File: src/rtl/serial_word_rx.sv
// 8N1 serial receiver that packs four bytes (first byte most significant) into a 32-bit word.
// A partial word is dropped on a framing error or when the gap between its bytes grows too long.
module serial_word_rx #(
   parameter int CLK_RATE   = -1,
   parameter int BAUD       = 115200,
   parameter int IB_TIMEOUT = 200
) (
   input  logic        clk,
   input  logic        rst,
   input  logic        srx,
   output logic        ready,
   output logic [31:0] rx_word,
   output logic        frame_err
);

   localparam int BIT_RAW  = CLK_RATE * 1_000_000 / BAUD;
   // Clamp so an unconfigured instance still elaborates with legal counter widths.
   localparam int BIT_CLKS = (BIT_RAW < 2) ? 2 : BIT_RAW;
   localparam int HALF     = BIT_CLKS / 2;
   localparam int IB_RAW   = CLK_RATE * IB_TIMEOUT * 1000;
   localparam int IB_CLKS  = (IB_RAW < 1) ? 1 : IB_RAW;
   localparam int TW       = $clog2(BIT_CLKS + 1);
   localparam int IW       = $clog2(IB_CLKS + 1);

   localparam logic [TW-1:0] BIT_LAST  = TW'(BIT_CLKS - 1);
   localparam logic [TW-1:0] HALF_LAST = TW'(HALF - 1);
   localparam logic [IW-1:0] IB_LIMIT  = IW'(IB_CLKS);

   typedef enum logic [1:0] {IDLE, START, DATA, STOP} state_t;

   state_t        state;
   logic          sync1;
   logic          srx_s;
   logic          armed;
   logic [TW-1:0] timer;
   logic [2:0]    bit_idx;
   logic [7:0]    rx_byte;
   logic [23:0]   shreg;
   logic [1:0]    word_cnt;
   logic [IW-1:0] ib_cnt;
   logic          start_ok;
   logic          ib_hit;

   assign start_ok = (state == IDLE) && !srx_s && armed;
   assign ib_hit   = (ib_cnt == IB_LIMIT);

   // Two-flop synchronizer for the asynchronous serial line, idling high.
   always_ff @(posedge clk or negedge rst) begin
      if (!rst) begin
         sync1 <= 1'b1;
         srx_s <= 1'b1;
      end else begin
         sync1 <= srx;
         srx_s <= sync1;
      end
   end

   // Byte FSM, word assembly and inter-byte timeout.
   always_ff @(posedge clk or negedge rst) begin
      if (!rst) begin
         state     <= IDLE;
         armed     <= 1'b1;
         timer     <= '0;
         bit_idx   <= 3'd0;
         rx_byte   <= 8'h00;
         shreg     <= 24'h000000;
         word_cnt  <= 2'd0;
         ib_cnt    <= '0;
         ready     <= 1'b0;
         frame_err <= 1'b0;
         rx_word   <= 32'h0000_0000;
      end else begin
         ready     <= 1'b0;
         frame_err <= 1'b0;

         // Timeout wins over a simultaneous start edge: the new byte opens a fresh word.
         if (ib_hit) begin
            word_cnt <= 2'd0;
         end
         if (ib_hit || word_cnt == 2'd0 || start_ok) begin
            ib_cnt <= '0;
         end else if (state == IDLE) begin
            ib_cnt <= ib_cnt + 1'b1;
         end

         case (state)
            IDLE: begin
               if (srx_s) begin
                  armed <= 1'b1;
               end
               if (start_ok) begin
                  state <= START;
                  timer <= '0;
               end
            end
            START: begin
               if (timer == HALF_LAST) begin
                  timer   <= '0;
                  bit_idx <= 3'd0;
                  state   <= srx_s ? IDLE : DATA;
               end else begin
                  timer <= timer + 1'b1;
               end
            end
            DATA: begin
               if (timer == BIT_LAST) begin
                  timer   <= '0;
                  rx_byte <= {srx_s, rx_byte[7:1]};
                  bit_idx <= bit_idx + 3'd1;
                  if (bit_idx == 3'd7) begin
                     state <= STOP;
                  end
               end else begin
                  timer <= timer + 1'b1;
               end
            end
            STOP: begin
               if (timer == BIT_LAST) begin
                  timer <= '0;
                  state <= IDLE;
                  if (srx_s) begin
                     if (word_cnt == 2'd3) begin
                        rx_word  <= {shreg, rx_byte};
                        ready    <= 1'b1;
                        word_cnt <= 2'd0;
                     end else begin
                        shreg    <= {shreg[15:0], rx_byte};
                        word_cnt <= word_cnt + 2'd1;
                     end
                  end else begin
                     // Line still low: wait for it to go high before hunting for a start bit.
                     frame_err <= 1'b1;
                     word_cnt  <= 2'd0;
                     armed     <= 1'b0;
                  end
               end else begin
                  timer <= timer + 1'b1;
               end
            end
            default: begin
               state <= IDLE;
               timer <= '0;
            end
         endcase
      end
   end

endmodule

File: config.mk
export PLATFORM = sky130hd
export DESIGN_NAME = serial_word_rx
export DESIGN_NICKNAME = d
export VERILOG_FILES = /design/src/rtl/serial_word_rx.sv
export SDC_FILE = /design/constraint.sdc
export NUM_CORES = 1
export LEC_CHECK = 0
export CAP_MARGIN = 20
export CORE_MARGIN = 3
export CORE_UTILIZATION = 27
export DETAILED_ROUTE_END_ITERATION = 8
export PLACE_DENSITY = 0.55
export RECOVER_POWER = 50
export SLEW_MARGIN = 10
export SYNTH_ARGS = -nofsm -noshare
export SYNTH_HDL_FRONTEND = slang
export SYNTH_SLANG_ARGS = --single-unit
File: constraint.sdc
create_clock -name clk -period 4.4 [get_ports clk]
set_clock_uncertainty 0.15 [all_clocks]
set_input_delay 0.88 -clock clk [delete_from_list [all_inputs] [get_ports clk]]
set_output_delay 0.88 -clock clk [all_outputs]
set_load 0.02 [all_outputs]
==> results.md <==
* DIE AREA at 13600 um^2
* Dpl cell area at 3740 um^2
* HP Class: reg -> reg
* Nets at 263
* Routability cong. at 0.742
* Slew @ Worst Pin at 1.61 ns
* Leak pwr at 2.00 nW
* Fin crit period at 2.69 ns
* DR DRC count at 0
* Synthesis-stage register bit count at 79
* CTS tree: built
* Worst setup path class: in -> async
* Clock Latency Late Sink at 0.33 ns
* Clk root buf: clkbuf_16
* Slack of the worst reg-to-reg path at 2.14 ns
* Clk buf depth at 2
* Overflow after GRT at 0
* Net Sw Power at 528 uW
* Synthesized net count at 223
* Final Max Tran Viols at 68
* Crit path DAT at 2.69 ns
* Post-CTS setup buffer count at 0
* Cell Chain, Critical Path: clkbuf_1, clkbuf_2
* Clk pwr share at 38.8%
* Die W at 116 um
* Synthesized area at 3300 um^2
* GR Layer Usage met3 at 3.99%
* First-pass GRT wire length at 9.41 mm
* Synth Area in Adders at 3.04%
* Comb power frac at 13.6%
* Tcrit/Tclk final at 61.2%
* Maximum fanout along the worst path at 67
* Fin area at 4060 um^2
* Post-synth top flop: dfrtp_1
* Hold path endpoint: srx_s$_DFF_PN1_
* Via density at 4.37
* Failing checks: max-capacitance violations, max-slew violations
* CP endpoint kind: async pin
* R2R depth at 5
* P&R area growth vs syn at 23.3%
* Final ANT Viol Nets at 0
* Critical-path top delay cell: clkbuf_2
* Initial core utilization at 28.3%
* R2r startpoint: timer[1]$_DFFE_PN0P_
* Post-synth ARST share at 100%
* Fin Setup TNS at 0 ns
* Pwr dens at 471 nW/um^2
* Layout cell share with drive strength beyond 1 at 33.9%
* Worst hold start: sync1$_DFF_PN1_
* H-tree Lvls at 3
* Max-cap violations at 1
* Total track usage at 9.08%
* Pint at 1.39 mW
* Grt met1 use at 11.7%
* Final Hold Vio Count at 0
* Global route hottest layer: met2
* Die Ht at 116 um
* Critical Path RT at 4.40 ns
* Synth Area in Compound Gates at 3.95%
* Largest net degree at the start of global routing at 80
* WL/cell at 13.5 um
* Crit path max-delay family: buffers and inverters
* Number of global-route vias before repair at 1840
* Main combinational cell family by area after synthesis: multiplexers
* Cts hold-fix bufs at 0
* Post-synth EDFFs at 0
* Cells after synthesis at 212
* Commonest non-fill, non-tap cell in the layout: dfrtp_1
* Register area share after synthesis at 60.1%
* HPWL Detailed at 3.41 mm
* Fraction of synthesized area in multiplexers at 25.1%
* Reg clk slew, reported paths at 0.06 ns
* Area share of and/or/nand/nor cells after synthesis at 3.83%
* Resized cells post-CTS at 0
* Slew HR at -7.08%
* Fillers at 1091
* RSZ-0062 raised after global routing: no
* Post-synthesis xor/xnor area fraction at 0%
* IO Count at 37
* I/O Buffers at 36
* Most frequent cells in the layout: dfrtp_1 (76), mux2_2 (34), clkdlybuf4s50_1 (34), mux2_4 (29), a21oi_1 (10)
* Synth unique cells at 30
* Sw frac at 27.6%
* Initial antenna violation count at 0
* Vias at 1749
* Synthesis Warnings at 0
* Reg2reg end: rx_word[0]$_DFFE_PN0P_
* WL final at 5.41 mm
* Row count at 39
* Maximum vdd drop at 0.270 mV
* Drt initial violations at 112
* Core area at 11700 um^2
* CTS sink cnt at 79
* Mapped Avg Cell Area at 15.5 um^2
* Sequential share of power at 47.6%
* Max Clk Rate at 372 MHz
* Crit path buf inv count at 2
* Worst path max stage delay at 1.29 ns
* Crit path launch type: primary input
* Pre-Repair DR Iteration Count at 4
* Num CTS Buffers at 9
* Status: finished with violations
* Hold Path Depth at 0
* Antenna diode count at 0
* Met2 Resource Use GR at 13.5%
* Hold Slack at 0.210 ns
* Final setup violation count at 0
state kept, by name, summed over array words and instances, names as in the netlist, named ones only:
| register | count |
|---|---|
| bit_idx | 3 |
| srx_s | 1 |
| ib_cnt | 1 |
| rx_word | 32 |
| armed | 1 |
| sync1 | 1 |
| word_cnt | 2 |
| state | 1 |
| frame_err | 1 |
| ready | 1 |
| rx_byte | 8 |
| timer | 2 |
| shreg | 24 |
metrics by stage:
step | util [%] | setup WS (ns) | instances | power [mW]
after global placement | 32.1 | 1.88 | 382 | 1.18
final | 34.8 | 1.71 | 400 | 1.91
after detailed placement | 32.1 | 1.85 | 382 | 1.19
after floorplan | - | 2.45 | 212 | 1.11
after global routing | 34.8 | 1.20 | 400 | 2.04
after CTS | 34.7 | 1.85 | 398 | 1.95
per-layer routing:
layer  part of all wire, %  wire, um
met5                     0         0
met4                   1.3        70
met3                   6.0       327
met2                    44      2360
met1                    49      2650
power by group through the flow:
stage	Clock (mW)	Sequential, mW	Combinational, mW
after detailed placement	0	0.922	0.264
after CTS	0.775	0.910	0.263
after global routing	0.804	0.930	0.301
after global placement	0	0.923	0.257
after floorplan	0	0.874	0.238
final	0.742	0.911	0.260
cells in the mapped netlist (2+ instances only):
library cell	number	area share (%)
dfrtp_1	76	58
mux2_2	34	12
mux2_4	29	13
a21oi_1	10	1.5
ha_1	8	3.0
inv_1	8	0.91
nand2_1	5	0.57
nor2_1	5	0.57
nand3b_1	4	0.91
buf_12	3	1.8
dfstp_2	3	2.4
o21ai_0	3	0.46
o31ai_1	3	0.68
buf_2	2	0.30
clkbuf_1	2	0.23
nand3_1	2	0.30
nor2b_1	2	0.38
logic make-up after synthesis:
group	Yosys count
compound gates	21
simple gates	22
buf+inv	18
mux	64
fa+ha+maj	8
flops	79
worst max-delay path by stage:
stage                         start                endpoint  slack (ns)  depth (start not counted)
2_1_floorplan  timer[1]$_DFFE_PN0P_  rx_word[0]$_DFFE_PN0P_        2.45                          7
3_3_place_gp   timer[1]$_DFFE_PN0P_    shreg[0]$_DFFE_PN0P_        1.88                          5
3_5_place_dp   timer[1]$_DFFE_PN0P_   shreg[13]$_DFFE_PN0P_        1.85                          5
4_1_cts        timer[1]$_DFFE_PN0P_   shreg[19]$_DFFE_PN0P_        1.85                          5
5_1_grt                         rst   shreg[19]$_DFFE_PN0P_        1.20                          2
6_report                        rst  rx_word[8]$_DFFE_PN0P_        1.71                          2
final cells by class:
cell class | count | area [um^2] | area share, %
Inverter | 9 | 33.8 | 0.832
Tap cell | 143 | 179 | 4.40
Multi-Input combinational cell | 115 | 1190 | 29.3
Clock buffer | 9 | 225 | 5.54
Timing Repair Buffer | 38 | 374 | 9.21
Clock inverter | 7 | 78.8 | 1.94
Sequential cell | 79 | 1980 | 48.8
(Power assumes the default switching activity.)
